--- config.mk ---
export PLATFORM = sky130hd
export DESIGN_NAME = spi_pixel_master
export DESIGN_NICKNAME = d
export VERILOG_FILES = /design/src/rtl/spi_pixel_master_pkg.sv /design/src/rtl/spi_phase_tick.sv /design/src/rtl/spi_pixel_master.sv
export SDC_FILE = /design/constraint.sdc
export NUM_CORES = 1
export LEC_CHECK = 0
export BUFFER_PORTS_ARGS = -buffer_cell sky130_fd_sc_hd__clkbuf_2
export CORE_MARGIN = 3
export CORE_UTILIZATION = 50
export DETAILED_ROUTE_END_ITERATION = 7
export HOLD_SLACK_MARGIN = 0.03
export PLACE_DENSITY = 0.72
export SYNTH_ARGS = -nofsm -noshare
export SYNTH_HDL_FRONTEND = slang
export SYNTH_SLANG_ARGS = --single-unit
export TNS_END_PERCENT = 1
--- constraint.sdc ---
create_clock -name MainClk -period 3.7 [get_ports MainClk]
set_clock_uncertainty 0.05 [all_clocks]
set_input_delay 0.74 -clock MainClk [delete_from_list [all_inputs] [get_ports MainClk]]
set_output_delay 0.74 -clock MainClk [all_outputs]
set_load 0.05 [all_outputs]
--- src/rtl/spi_pixel_master_pkg.sv ---
// Shared definitions for the SPI pixel initiator: phase encodings, byte geometry
// and the SPI mode 0 clock polarity agreed with the vga receiver.
package spi_pixel_master_pkg;

  localparam int unsigned BITS_PER_BYTE = 8;
  localparam int unsigned TICK_W        = 8;
  localparam int unsigned BYTE_CNT_W    = 3;
  localparam int unsigned BIT_CNT_W     = 3;

  // SPI mode 0: clock idles low, slave samples on the rising edge.
  localparam logic SCLK_IDLE = 1'b0;

  typedef enum logic [2:0] {
    ST_IDLE   = 3'd0,
    ST_LEAD   = 3'd1,
    ST_BIT_LO = 3'd2,
    ST_BIT_HI = 3'd3,
    ST_TRAIL  = 3'd4,
    ST_GAP    = 3'd5
  } state_e;

endpackage

--- src/rtl/spi_phase_tick.sv ---
// Half-period divider: strobes once every HALF_CYCLES cycles and restarts its
// count whenever the owning FSM changes state.
module spi_phase_tick
  import spi_pixel_master_pkg::*;
#(
  parameter int unsigned HALF_CYCLES = 1
) (
  input  logic clk,
  input  logic rst,
  input  logic restart,
  output logic phase_end_c,
  output logic phase_end_next_c
);

  localparam logic [TICK_W-1:0] LAST = TICK_W'(HALF_CYCLES - 1);

  logic [TICK_W-1:0] count_q;
  logic [TICK_W-1:0] count_d;

  always_comb begin
    count_d = count_q + TICK_W'(1);
    if (restart || (count_q == LAST)) begin
      count_d = '0;
    end
  end

  always_ff @(posedge clk) begin
    if (rst) begin
      count_q <= '0;
    end else begin
      count_q <= count_d;
    end
  end

  assign phase_end_c      = (count_q == LAST);
  // Lets the owner register a flag that lines up with the final cycle of a phase.
  assign phase_end_next_c = (count_d == LAST);

endmodule

--- src/rtl/spi_pixel_master.sv ---
// SPI mode 0 initiator: accepts one parallel frame per handshake and sends it MSB
// first, one chip-select window per byte, with a one-phase gap between bytes.
module spi_pixel_master
  import spi_pixel_master_pkg::*;
#(
  parameter int unsigned FRAME_BYTES = 3,
  parameter int unsigned HALF_CYCLES = 1
) (
  input  logic                                 MainClk,
  input  logic                                 Reset,
  input  logic [FRAME_BYTES*BITS_PER_BYTE-1:0] InData,
  input  logic                                 InValid,
  output logic                                 InReady,
  output logic                                 Busy,
  output logic                                 FrameDone,
  output logic                                 Sclk,
  output logic                                 Mosi,
  output logic                                 CSel
);

  localparam int unsigned         DATA_W    = FRAME_BYTES * BITS_PER_BYTE;
  localparam logic [BYTE_CNT_W-1:0] LAST_BYTE = BYTE_CNT_W'(FRAME_BYTES - 1);
  localparam logic [BIT_CNT_W-1:0]  TOP_BIT   = BIT_CNT_W'(BITS_PER_BYTE - 1);

  state_e                  state_q, state_d;
  logic [DATA_W-1:0]       shift_q, shift_d;
  logic [BYTE_CNT_W-1:0]   byte_cnt_q, byte_cnt_d;
  logic [BIT_CNT_W-1:0]    bit_cnt_q, bit_cnt_d;
  logic                    sclk_q, sclk_d;
  logic                    mosi_q, mosi_d;
  logic                    csel_q, csel_d;
  logic                    done_q, done_d;
  logic                    ready_q, ready_d;
  logic                    restart_c;
  logic                    phase_end_c;
  logic                    phase_end_next_c;

  spi_phase_tick #(
    .HALF_CYCLES (HALF_CYCLES)
  ) u_phase_tick (
    .clk              (MainClk),
    .rst              (Reset),
    .restart          (restart_c),
    .phase_end_c      (phase_end_c),
    .phase_end_next_c (phase_end_next_c)
  );

  // Next-state, datapath and pin values for the coming cycle.
  always_comb begin
    state_d    = state_q;
    shift_d    = shift_q;
    byte_cnt_d = byte_cnt_q;
    bit_cnt_d  = bit_cnt_q;
    sclk_d     = SCLK_IDLE;
    mosi_d     = 1'b0;
    csel_d     = 1'b1;
    ready_d    = 1'b0;

    case (state_q)
      ST_IDLE: begin
        if (InValid) begin
          shift_d    = InData;
          byte_cnt_d = '0;
          state_d    = ST_LEAD;
        end
      end
      ST_LEAD: begin
        if (phase_end_c) begin
          bit_cnt_d = TOP_BIT;
          state_d   = ST_BIT_LO;
        end
      end
      ST_BIT_LO: begin
        if (phase_end_c) begin
          state_d = ST_BIT_HI;
        end
      end
      ST_BIT_HI: begin
        if (phase_end_c) begin
          if (bit_cnt_q == '0) begin
            state_d = ST_TRAIL;
          end else begin
            shift_d   = {shift_q[DATA_W-2:0], 1'b0};
            bit_cnt_d = bit_cnt_q - BIT_CNT_W'(1);
            state_d   = ST_BIT_LO;
          end
        end
      end
      ST_TRAIL: begin
        if (phase_end_c) begin
          state_d = ST_GAP;
        end
      end
      ST_GAP: begin
        if (phase_end_c) begin
          if (byte_cnt_q == LAST_BYTE) begin
            state_d = ST_IDLE;
          end else begin
            // Seven shifts happened inside the byte; the eighth exposes the next one.
            shift_d    = {shift_q[DATA_W-2:0], 1'b0};
            byte_cnt_d = byte_cnt_q + BYTE_CNT_W'(1);
            state_d    = ST_LEAD;
          end
        end
      end
      default: begin
        state_d = ST_IDLE;
      end
    endcase

    case (state_d)
      ST_IDLE: begin
        ready_d = 1'b1;
      end
      ST_LEAD: begin
        csel_d = 1'b0;
      end
      ST_BIT_LO: begin
        csel_d = 1'b0;
        mosi_d = shift_d[DATA_W-1];
      end
      ST_BIT_HI: begin
        csel_d = 1'b0;
        sclk_d = ~SCLK_IDLE;
        mosi_d = mosi_q;
      end
      ST_TRAIL: begin
        csel_d = 1'b0;
        mosi_d = mosi_q;
      end
      default: begin
        csel_d = 1'b1;
      end
    endcase
  end

  assign restart_c = (state_d != state_q);
  assign done_d    = (state_d == ST_GAP) && (byte_cnt_d == LAST_BYTE) && phase_end_next_c;

  always_ff @(posedge MainClk) begin
    if (Reset) begin
      state_q    <= ST_IDLE;
      shift_q    <= '0;
      byte_cnt_q <= '0;
      bit_cnt_q  <= '0;
      sclk_q     <= SCLK_IDLE;
      mosi_q     <= 1'b0;
      csel_q     <= 1'b1;
      done_q     <= 1'b0;
      ready_q    <= 1'b1;
    end else begin
      state_q    <= state_d;
      shift_q    <= shift_d;
      byte_cnt_q <= byte_cnt_d;
      bit_cnt_q  <= bit_cnt_d;
      sclk_q     <= sclk_d;
      mosi_q     <= mosi_d;
      csel_q     <= csel_d;
      done_q     <= done_d;
      ready_q    <= ready_d;
    end
  end

  assign InReady   = ready_q;
  assign Busy      = ~ready_q;
  assign FrameDone = done_q;
  assign Sclk      = sclk_q;
  assign Mosi      = mosi_q;
  assign CSel      = csel_q;

endmodule

==> impl_metrics.py <==
metrics = {
    "critical_path": {
        "slowest_stage": "dfxtp_1",
        "critPathMaxFanout": 25,
        "cp.required_ns": 3.80,
        "rrSetupSlack_ns": 1.35,
        "cp.arrival_ns": 2.45,
        "r2r_cells": 10,
        "cpPeakStageDelay_ns": 0.38,
        "critPathLaunchType": "flop",
        "worstSetupStartpoint": "u_phase_tick.count_q[0]$_SDFF_PP0_",
        "r2r-start": "u_phase_tick.count_q[0]$_SDFF_PP0_",
        "path_class": "flop to flop",
        "crit_path_end_kind": "flop",
        "path_cells": "inv_1 -> ha_1 -> nor3b_2 -> nand2_1 -> a21oi_2 -> buf_4 -> nor2_1 -> buf_4 -> nand2_1 -> a21oi_1",
        "r2r_end": "shift_q[5]$_SDFFE_PP0P_",
    },
    "logic_synthesis": {
        "synthFlopType": "dfxtp_1",
        "syn_area_um2": 2150,
        "syn_avg_cell_area_um2": 8.55,
        "synth_fp_nets": 284,
        "async_flop_share": 0,
        "synthCells": 251,
        "ys_seq_area_frac": 0.429,
        "synth_cell_type_count": 46,
        "synth-edff-count": 0,
        "synth_seq_cells": 46,
        "synth_warnings": 0,
    },
    "timing": {
        "fin_crit_sh": 0.636,
        "grt_setup_unrepaired": "false",
        "slew_headroom": 0.478,
        "fmaxAchievable_ghz": 0.425,
        "setup_viol": 0,
        "fin_crit_ns": 2.35,
        "fin_tns_setup_ns": 0,
        "slew_viol_final": 0,
        "tightest_slew_ns": 0.783,
        "hold_viol": 0,
    },
    "floorplan": {
        "num_rows": 23,
        "die_y_um": 71.5,
        "die_w_um": 71.5,
        "initial_core_util": 0.529,
        "pin_count": 33,
        "die_area_um2": 5110,
        "core-area_um2": 4060,
    },
    "pwr": {
        "peakVddDrop_mv": 0.250,
        "p_per_area_nw_per_um2": 437,
        "p_total_w": 0.00105,
        "p_leak_nw": 0.936,
    },
    "finish": {
        "antenna_cells": 0,
        "utilization": 0.594,
        "fin_area_um2": 2410,
        "layout_commonest_cell": "dfxtp_1",
        "final_cell_mix": "46 x dfxtp_1, 34 x a21oi_1, 32 x clkbuf_2, 27 x nand2_1",
        "syn_to_final_growth_pct": 12.2,
        "fin_nets": 310,
        "post_route_cells_drive_above_1_share": 0.187,
    },
    "clock_tree": {
        "cts_resized": 0,
        "post_cts_buffers": 0,
        "cts_sinks": 46,
        "clkTransAtPathRegs_ns": 0.09,
        "clock_path_buffers": 2,
        "insertion_delay_ns": 0.30,
        "cts_made_buffers": 5,
        "hold_buffers": 0,
        "cts_root_buf": "clkbuf_8",
        "cts_tree": "yes",
        "h-tree-depth": 2,
    },
    "grt": {
        "grt_pass1_vias": 1656,
        "grt_max_degree": 40,
        "antenna_found_initial": 0,
        "grt_pass1_wl_um": 7270,
        "grt_use_total": 0.175,
        "grt.overflow.total": 0,
    },
    "job": {
        "max-cap-violations": 0,
    },
    "min_path": {
        "hold_start": "shift_q[17]$_SDFFE_PP0P_",
        "holdPathEnd": "shift_q[17]$_SDFFE_PP0P_",
        "worstHoldPathCells": 2,
        "hold_class": "flop to flop",
    },
    "detailed_routing": {
        "vias": 1832,
        "wire_per_inst_um": 13.2,
        "vias_per_cell": 5.59,
        "routed_wl_um": 4320,
        "first_iter_violations": 104,
        "dr.pass1.iters": 5,
        "postRouteAntennaNets": 0,
        "drcViolationCount": 0,
    },
    "outcome": {
        "outcome": "finished clean",
    },
    "place": {
        "portBuffers": 32,
        "gp_congestion": 0.812,
        "hpwl_um": 2940,
        "post_dp_cell_area_um2": 2320,
    },
}
-- synth_stat cells (all sizes together), types with 2 or more instances --
cell type / number / share of area
a211oi: 2 / 0.0070
o21bai: 2 / 0.0070
or3: 2 / 0.0058
nor3b: 2 / 0.0093
nand2b: 4 / 0.012
buf: 9 / 0.024
nand4: 2 / 0.0058
ha: 6 / 0.035
or2: 2 / 0.0058
nand3: 6 / 0.016
xnor2: 7 / 0.029
dfxtp: 46 / 0.43
o21ai: 3 / 0.0070
inv: 8 / 0.014
a22oi: 23 / 0.080
nand2: 27 / 0.047
nor2: 23 / 0.040
a21oi: 35 / 0.083
and3: 5 / 0.015
nor2b: 2 / 0.0058
xor2: 3 / 0.012
and3b: 2 / 0.0082
clkbuf: 7 / 0.013
a31oi: 3 / 0.0087
nor3: 7 / 0.016
-- worst max-delay path: cells and delay by family, from the launching register on --
kind / cells / cell delay [ns]
simple gates: 4 / 0.84
buf+inv: 3 / 0.60
flops: 1 / 0.38
compound gates: 2 / 0.22
fa+ha+maj: 1 / 0.13
-- flip-flops by register name (all words and copies together), names as in the netlist --
| register | count |
|---|---|
| shift_q | 24 |
| u_phase_tick.count_q | 8 |
| bit_cnt_q | 3 |
| byte_cnt_q | 3 |
| state_q | 3 |
| CSel | 1 |
| FrameDone | 1 |
| InReady | 1 |
| Mosi | 1 |
| Sclk | 1 |
-- logic make-up after synthesis --
logic type | synth area share
compound gates | 0.222
xor+xnor | 0.0408
simple gates | 0.217
fa+ha+maj | 0.0350
mux | 0.00466
flops | 0.429
buf+inv | 0.0507
-- how the worst max path moves through the flow --
stage,end,slack (ns),depth (start not counted)
2_1_floorplan,Mosi$_SDFFE_PP0N_,1.74,6
3_3_place_gp,shift_q[5]$_SDFFE_PP0P_,1.44,10
3_5_place_dp,shift_q[12]$_SDFFE_PP0P_,1.37,10
4_1_cts,shift_q[12]$_SDFFE_PP0P_,1.36,10
5_1_grt,shift_q[14]$_SDFFE_PP0P_,1.11,10
6_report,shift_q[5]$_SDFFE_PP0P_,1.35,10
-- layer usage --
layer | track usage | vias up | part of all wire
met5 | 0 | - | 0
li1 | - | 943 | -
met4 | 0.0543 | 0 | 0.014
met3 | 0.0449 | 7 | 0.056
met2 | 0.279 | 45 | 0.47
met1 | 0.232 | 837 | 0.46
-- stage by stage --
stage,hold WS [ns],setup WS [ns],instances
after floorplan,0.386,1.74,251
after global placement,0.390,1.44,320
after detailed placement,0.396,1.37,320
after CTS,0.409,1.36,328
after global routing,0.423,1.11,328
final,0.407,1.35,328
-- where the power goes --
group          internal, W  switching, W
logic            0.0000731      0.000117
clock network     0.000133      0.000171
registers         0.000531     0.0000267
-- cell type report --
type	instances	area (um2)
tap	50	62.6
clock buffer	5	68.8
fill	374	1650
sequential	46	921
timing repair buffer	35	183
inverter	8	30.0
multi-input combinational	181	1120
clock inverter	3	21.3
No activity file was read; power rests on OpenSTA's default activity.
